--- src/rtl/kuruvi_pkg.sv ---
// Kuruvi nested loop counter: shared sizing defaults
// and packed-bus slice helper.
package kuruvi_pkg;

  localparam int DEF_WIDTH     = 8;
  localparam int DEF_NUM_LOOPS = 3;

  // Low bit of loop k's field in a packed NUM_LOOPS*WIDTH bus.
  function automatic int slice_lo(input int k, input int w);
    return k * w;
  endfunction

endpackage

--- src/rtl/loop_stage.sv ---
// One loop of the nest: index and limit registers,
// carry ripple and registered wrap pulse.
module loop_stage #(
  parameter int WIDTH = 8
) (
  input  logic             clock,
  input  logic             RST,
  input  logic             CLR,
  input  logic             LD_LIM,
  input  logic [WIDTH-1:0] lim_in,
  input  logic             LD_IDX,
  input  logic [WIDTH-1:0] idx_in,
  input  logic             carry_in,
  output logic             carry_out,
  output logic [WIDTH-1:0] idx_out,
  output logic             LAST,
  output logic             WRAP
);

  logic [WIDTH-1:0] r_idx;
  logic [WIDTH-1:0] r_lim;
  logic             r_wrap;
  logic             w_last;

  // An index above its limit also counts as last, so it wraps next.
  assign w_last    = (r_idx >= r_lim);
  assign carry_out = carry_in & w_last;
  assign idx_out   = r_idx;
  assign LAST      = w_last;
  assign WRAP      = r_wrap;

  // Limit register; loads alongside any other command.
  always_ff @(posedge clock) begin
    if (RST)
      r_lim <= '1;
    else if (LD_LIM)
      r_lim <= lim_in;
  end

  // Index register: clear, then load, then step.
  always_ff @(posedge clock) begin
    if (RST || CLR)
      r_idx <= '0;
    else if (LD_IDX)
      r_idx <= idx_in;
    else if (carry_in)
      r_idx <= w_last ? '0 : r_idx + WIDTH'(1);
  end

  // Wrap pulse lasts one cycle after the wrapping edge.
  always_ff @(posedge clock) begin
    if (RST)
      r_wrap <= 1'b0;
    else
      r_wrap <= carry_out;
  end

endmodule

--- src/rtl/nested_loop_counter.sv ---
// Chained loop-index bank for the matrix-multiply datapath;
// one STEP advances the innermost loop and ripples outward.
module nested_loop_counter
  import kuruvi_pkg::*;
#(
  parameter int WIDTH     = DEF_WIDTH,
  parameter int NUM_LOOPS = DEF_NUM_LOOPS
) (
  input  logic                       clock,
  input  logic                       RST,
  input  logic                       CLR,
  input  logic                       LD_LIM,
  input  logic [NUM_LOOPS*WIDTH-1:0] lim_in,
  input  logic [NUM_LOOPS-1:0]       LD_IDX,
  input  logic [NUM_LOOPS*WIDTH-1:0] idx_in,
  input  logic                       STEP,
  output logic [NUM_LOOPS*WIDTH-1:0] idx_out,
  output logic [NUM_LOOPS-1:0]       LAST,
  output logic [NUM_LOOPS-1:0]       WRAP,
  output logic                       DONE
);

  logic [NUM_LOOPS:0] w_carry;
  logic               r_done;

  // STEP is accepted only when no higher command is present.
  assign w_carry[0] = STEP & ~r_done & ~CLR & ~|LD_IDX;
  assign DONE       = r_done;

  for (genvar k = 0; k < NUM_LOOPS; k++) begin : g_loop
    loop_stage #(
      .WIDTH (WIDTH)
    ) u_stage (
      .clock     (clock),
      .RST       (RST),
      .CLR       (CLR),
      .LD_LIM    (LD_LIM),
      .lim_in    (lim_in[slice_lo(k, WIDTH) +: WIDTH]),
      .LD_IDX    (LD_IDX[k]),
      .idx_in    (idx_in[slice_lo(k, WIDTH) +: WIDTH]),
      .carry_in  (w_carry[k]),
      .carry_out (w_carry[k+1]),
      .idx_out   (idx_out[slice_lo(k, WIDTH) +: WIDTH]),
      .LAST      (LAST[k]),
      .WRAP      (WRAP[k])
    );
  end

  // Sticky completion: set when the outermost loop wraps.
  always_ff @(posedge clock) begin
    if (RST || CLR)
      r_done <= 1'b0;
    else if (w_carry[NUM_LOOPS])
      r_done <= 1'b1;
  end

endmodule
--- config.mk ---
export PLATFORM = sky130hd
export DESIGN_NAME = nested_loop_counter
export DESIGN_NICKNAME = d
export VERILOG_FILES = /design/src/rtl/kuruvi_pkg.sv /design/src/rtl/loop_stage.sv /design/src/rtl/nested_loop_counter.sv
export SDC_FILE = /design/constraint.sdc
export NUM_CORES = 1
export LEC_CHECK = 0
export CORE_MARGIN = 2
export CORE_UTILIZATION = 53
export CTS_BUF_LIST = sky130_fd_sc_hd__clkbuf_8
export DETAILED_ROUTE_END_ITERATION = 8
export PLACE_DENSITY = 0.95
export SYNTH_ARGS = -nofsm -noshare
export SYNTH_HDL_FRONTEND = slang
export SYNTH_SLANG_ARGS = --single-unit
--- constraint.sdc ---
create_clock -name clock -period 3.8 [get_ports clock]
set_input_delay 0.76 -clock clock [delete_from_list [all_inputs] [get_ports clock]]
set_output_delay 0.76 -clock clock [all_outputs]
set_load 0.02 [all_outputs]
==> results of run 1 <==
==> cells by family (layout without fill, tap and decap cells) <==
family                   Yosys count  after routing  share of synthesized area, %
flip-flops                        52             52                          35.0
adder cells (fa/ha/maj)           27             27                          11.4
buffers and inverters             59            136                          8.66
AO/OA/AOI/OAI                     99             99                          21.7
AND/OR/NAND/NOR                  117            117                          20.4
multiplexers                       4              4                          1.35
XOR/XNOR                           5              5                          1.47
==> cell usage after synthesis (2+ instances only) <==
| cell type | instances | area share (%) |
|---|---|---|
| buf_4 | 7 | 1.8 |
| nor2_1 | 20 | 2.5 |
| or2_2 | 2 | 0.42 |
| mux2i_1 | 4 | 1.3 |
| and2_1 | 3 | 0.63 |
| inv_1 | 37 | 4.7 |
| nand2_1 | 42 | 5.3 |
| a31oi_1 | 11 | 2.3 |
| and3_1 | 5 | 1.1 |
| xor2_1 | 3 | 0.88 |
| or4_1 | 3 | 0.76 |
| nand2b_1 | 5 | 1.1 |
| o21ai_0 | 26 | 4.4 |
| nor3_1 | 5 | 0.84 |
| o2111ai_1 | 3 | 0.88 |
| buf_1 | 2 | 0.25 |
| nand4_1 | 2 | 0.42 |
| buf_2 | 2 | 0.34 |
| a21oi_1 | 23 | 3.9 |
| ha_1 | 27 | 11 |
| dfxtp_1 | 52 | 35 |
| clkbuf_1 | 10 | 1.3 |
| o211ai_1 | 23 | 5.8 |
| a211o_1 | 4 | 1.2 |
| nand3_1 | 20 | 3.4 |
| xnor2_1 | 2 | 0.59 |
==> cell type report <==
class,count,area share [%]
Clock inverter,2,0.254
Clock buffer,6,2.10
Tap cell,72,2.29
Timing Repair Buffer,91,22.8
Sequential cell,52,26.4
Multi-Input combinational cell,252,42.6
Inverter,37,3.53
==> critical path, stage by stage, from the launching register on <==
cell and delay, ps:
dfxtp_1 380, ha_1 330, nand2_1 60, or3_4 360
o221ai_2 180, buf_4 230, clkdlybuf4s50_1 640
==> metrics by stage <==
| step | worst slack (ps) | utilization, % | hold slack (ps) |
|---|---|---|---|
| global route | 394 | 71.9 | 513 |
| CTS | 566 | 71.9 | 493 |
| global placement | 877 | 70.3 | 461 |
| floorplan | 1180 | - | 446 |
| finish | 560 | 71.9 | 490 |
| detailed placement | 774 | 70.3 | 478 |
==> layer usage <==
metal / vias to the layer above / GRT usage (%)
li1: 1429 / -
met1: 1345 / 31.1
met2: 136 / 46.9
met3: 17 / 5.57
met4: 0 / 9.48
met5: - / 0
==> power breakdown <==
part	total [mW]	internal [mW]	switching (mW)
Combinational	0.220	0.112	0.108
Clock	0.327	0.146	0.181
Sequential	0.594	0.572	0.0222
Total	1.14	0.830	0.312
==> path summary, 6_finish.rpt <==
path | endpoint | slack [ps]
worst max register to register | g_loop[2].u_stage.idx_out[6] | 1180
worst min register to register | g_loop[1].u_stage.r_lim[2] | 490
worst min-delay path | g_loop[1].u_stage.r_lim[2] | 490
worst max-delay path | LAST[1] | 560
==> state kept, by name, summed over array words and instances (netlist names) <==
name                    flops
g_loop.u_stage.idx_out     24
g_loop.u_stage.r_lim       24
g_loop.u_stage.WRAP         3
DONE                        1
==> qor.yml, run 1 <==
outcome: "finished, final reports clean"
wire_per_inst_um: 15.7
ff_latch_area_um2: 1040
rsz0062_at_grt: "no"
ir_worst_vdd_v: 0.000173
fin_area_um2: 3940
post-place-cells: 504
cp.arrival_ps: 2480
finalCritPeriodShare_pct: 85.3
drtPass1Iterations: 5
grt_antenna_before_repair: 0
final_common_cell: "clkdlybuf4s50_1"
p_total_mw: 1.14
ios: 87
slew_violations: 0
finalNonFillerCells: 512
yosys.cell_types.count: 46
met3_length_um: 574
cts_inserted_buffers: 5
antenna_cells: 0
initial_core_util_pct: 54.4
grt.total_usage_pct: 26.3
hold_viol: 0
p_leak_nw: 1.68
cp-end-kind: "output pin"
via_per_inst: 5.72
syn_to_final_growth_pct: 32.3
postSynthCellCount: 363
clock_sinks: 52
place_area_um2: 3840
fp.dieH_um: 78.9
crit_type: "reg -> out"
worst_ep_required_time_ps: 3040
worst_pin_slew_ps: 1050
synth_seq_cells: 52
cts_tree: "yes"
clkLatencyLatePin_ps: 300
drtIter0Drc: 270
drt-met1-wl_mm: 3.25
async_flop_share_pct: 0
vias: 2927
grt_max_degree: 31
clkTransAtPathRegs_ps: 90
core_region_area_um2: 5470
fmax_mhz: 309
cts-root-buf: "clkbuf_8"
synth_nets: 446
multi_input_area_um2: 1680
r2r_start: "g_loop[0].u_stage.idx_out[2]"
drt_wl_total_mm: 8.05
cts_buffer_depth: 2
gp_congestion: 0.890
crit_start: "g_loop[1].u_stage.idx_out[5]"
cp-start-kind: "flop"
row_count: 27
dieArea_um2: 6230
cts_resized: 0
grt_overflow: 0
fillCellCount: 438
drc_errors: 0
postCtsHoldBufs: 0
nets: 522
dp_hpwl_mm: 5.95
reg2reg_depth: 9
final_cell_mix: "clkdlybuf4s50_1, dfxtp_1, nand2_1"
finClkSkew_ps: 2.84
io_buffer_count: 86
grt_pass1_wl_mm: 13.0
fin_crit_ps: 3240
hold_path.class: "reg -> reg"
post_cts_buffers: 0
synth_edf_count: 0
slew_headroom_pct: 29.6
power_density_nw_per_um2: 290
ys.warnings.count: 0
met2_length_mm: 4.04
fin_tns_setup_ps: 0
htree_levels: 2
cap_violations: 0
drive_gt1_share_pct: 5.23
die_w_um: 78.9
first_global_vias: 2844
synth-main-ff-cell: "dfxtp_1"
antenna_left: 0
yosysSeqAreaShare_pct: 35.0
syn_area_per_cell_um2: 8.20
crit_fanout: 11
min_from: "g_loop[1].u_stage.r_lim[2]"
topRoutingLayerUsed: "met4"
hold_depth: 2
setup_viol: 0
netlist_area_um2: 2980
(Power assumes the default switching activity.)
==> run 2: changes to the inputs <==
Settings changed: CORE_ASPECT_RATIO set to 1.25, CTS_CLUSTER_DIAMETER set to 200.
==> run 2 against run 1 <==
Against the previous run: cell area increased by 0.13%; core utilization increased by 0.49 points; via count down 0.72%; total power is 4.1% higher; largest power group unchanged.
==> qor.yml, run 2 (synthesis results as in run 1) <==
setup_viol: 0  # unchanged
dieArea_um2: 6230  # about the same
rsz0062_at_grt: "no"
fmax_mhz: 309  # about the same
finalNonFillerCells: 504  # -1.6%
cap_violations: 0  # unchanged
min_to: "g_loop[0].u_stage.r_lim[3]"
clock_sinks: 52  # unchanged
power_density_nw_per_um2: 301  # +4.0%
clkTransAtPathRegs_ps: 90  # about the same
finClkSkew_ps: 4.98  # +2.13 ps
place_area_um2: 3830  # -0.26%
io_buffer_count: 86  # unchanged
worst_pin_slew_ps: 991  # -61.5 ps
p_leak_nw: 1.68  # +0.50%
first_global_vias: 2889  # +1.6%
reg2reg_to: "g_loop[2].u_stage.idx_out[6]"
crit_buf_inv: 2  # unchanged
drc_errors: 0  # unchanged
grt_overflow: 0  # unchanged
final_common_cell: "clkdlybuf4s50_1"
core_region_area_um2: 5440  # -0.55%
post_cts_buffers: 0  # unchanged
drtPass1Iterations: 4  # -1
htree_levels: 2  # unchanged
cp-end-kind: "output pin"
hold_viol: 0  # unchanged
post-place-cells: 496  # -1.6%
p_comb_share_pct: 18.4  # -0.9 points
worst_ep_required_time_ps: 3040  # about the same
vias: 2906  # -0.72%
row_count: 30  # +11%
power.internal_uw: 877  # +5.7%
ios: 87  # unchanged
crit_chain: "ha_1, nand2_1, or3_4, o221ai_2, buf_4, clkdlybuf4s50_1"
crit_type: "reg -> out"
setup_ws_ps: 559  # -1.86 ps
whs_ps: 491  # +0.268 ps
initial_core_util_pct: 54.7  # +0.30 points
dp_slack_ps: 796  # +21.8 ps
hold_path.class: "reg -> reg"
postCtsHoldBufs: 0  # unchanged
drt_wl_total_mm: 7.91  # -1.8%
clkPwrFrac_pct: 31.6  # +2.9 points
p_sw_share_pct: 26.2  # -1.1 points
grt.total_usage_pct: 25.8  # -0.54 points
ir_worst_vdd_v: 0.000235  # +36%
cp.arrival_ps: 2480  # about the same
via_per_inst: 5.77  # +0.86%
min_from: "g_loop[0].u_stage.r_lim[3]"
path_delay_family: "buffers and inverters"
grt_max_degree: 29  # -6.5%
nets: 522  # unchanged
cts-root-buf: "clkbuf_8"
finalCritPeriodShare_pct: 85.3  # about the same
hold_depth: 2  # unchanged
fin_tns_setup_ps: 0  # unchanged
outcome: "finished, final reports clean"
slew_violations: 0  # unchanged
clkLatencyLatePin_ps: 310  # about the same
cts_resized: 0  # unchanged
switching_power_uw: 311  # -0.16%
die_w_um: 71.0  # -10%
fin_area_um2: 3940  # +0.13%
grt_pass1_wl_mm: 12.9  # -1.0%
antenna_left: 0  # unchanged
drive_gt1_share_pct: 5.00  # -0.23 points
gp_congestion: 0.943  # +5.9%
cp-start-kind: "flop"
p_seq_share_pct: 49.9  # -2.1 points
syn_to_final_growth_pct: 32.5
r2r_start: "g_loop[0].u_stage.idx_out[2]"
cts_inserted_buffers: 5  # unchanged
cts_tree: "yes"
crit_fanout: 11  # unchanged
fin_crit_ps: 3240  # +1.86 ps
antenna_cells: 0  # unchanged
fp.dieH_um: 87.8  # +11%
drtIter0Drc: 220  # -19%
grt_antenna_before_repair: 0  # unchanged
dp_hpwl_mm: 5.86  # -1.6%
cts_buffer_depth: 2  # unchanged
r2r_setup_slack_ps: 1230  # +50 ps
wire_per_inst_um: 15.7  # -0.24%
worst_path_max_delay_cell: "clkdlybuf4s50_1"
critPathMaxStageDelay_ps: 640  # about the same
reg2reg_depth: 9  # unchanged
final_cell_mix: "clkdlybuf4s50_1, dfxtp_1, nand2_1"
slew_headroom_pct: 33.8  # +4.1 points
## run 2: layout make-up
| type | count | area, um2 |
|---|---|---|
| multi-input combinational | 252 | 1680 |
| fill | 388 | 1500 |
| sequential | 52 | 1040 |
| timing repair buffer | 91 | 898 |
| inverter | 37 | 139 |
| tap | 64 | 80.1 |
| clock buffer | 5 | 68.8 |
| clock inverter | 3 | 38.8 |
## run 2: how the worst max path moves through the flow
stage                                            start                            to  depth (start not counted)
final                     g_loop[1].u_stage.idx_out[6]                       LAST[1]                          6
after global routing      g_loop[1].u_stage.idx_out[6]                       LAST[1]                          6
after CTS                 g_loop[1].u_stage.idx_out[6]                       LAST[1]                          6
after detailed placement                     LD_IDX[1]  g_loop[2].u_stage.idx_out[6]                          8
after global placement                       LD_IDX[1]  g_loop[2].u_stage.idx_out[6]                          8
after floorplan           g_loop[0].u_stage.idx_out[0]                       LAST[0]                          7
## run 2: per-layer routing
metal  track usage (%)  up-vias  wire length, um
met2              48.5      118             4120
met4              9.95        0              149
met5                 0        -                0
li1                  -     1432                -
met3              4.26       13              455
met1              28.9     1343             3180
## run 2: power by group through the flow
stage | clock [mW] | sequential, mW | combinational (mW)
after CTS | 0.378 | 0.593 | 0.219
after detailed placement | 0 | 0.605 | 0.217
after global placement | 0 | 0.604 | 0.209
final | 0.376 | 0.593 | 0.219
after floorplan | 0 | 0.612 | 0.0995
after global routing | 0.400 | 0.596 | 0.241
## run 2: through the flow
| step | util [%] | power, mW |
|---|---|---|
| final | 72.4 | 1.19 |
| after global routing | 72.4 | 1.24 |
| after CTS | 72.4 | 1.19 |
| after detailed placement | 70.5 | 0.822 |
| after global placement | 70.5 | 0.812 |
| after floorplan | - | 0.711 |
## run 2: worst reg2reg max path, cell delays in order, from the launching register on
cell and delay [ps]:
dfxtp_1 490, ha_1 220, o21ai_1 90, a211o_1 290, o221ai_1 260, buf_4 240
nand3_1 90, buf_4 190, or4_1 480, a31oi_1 160
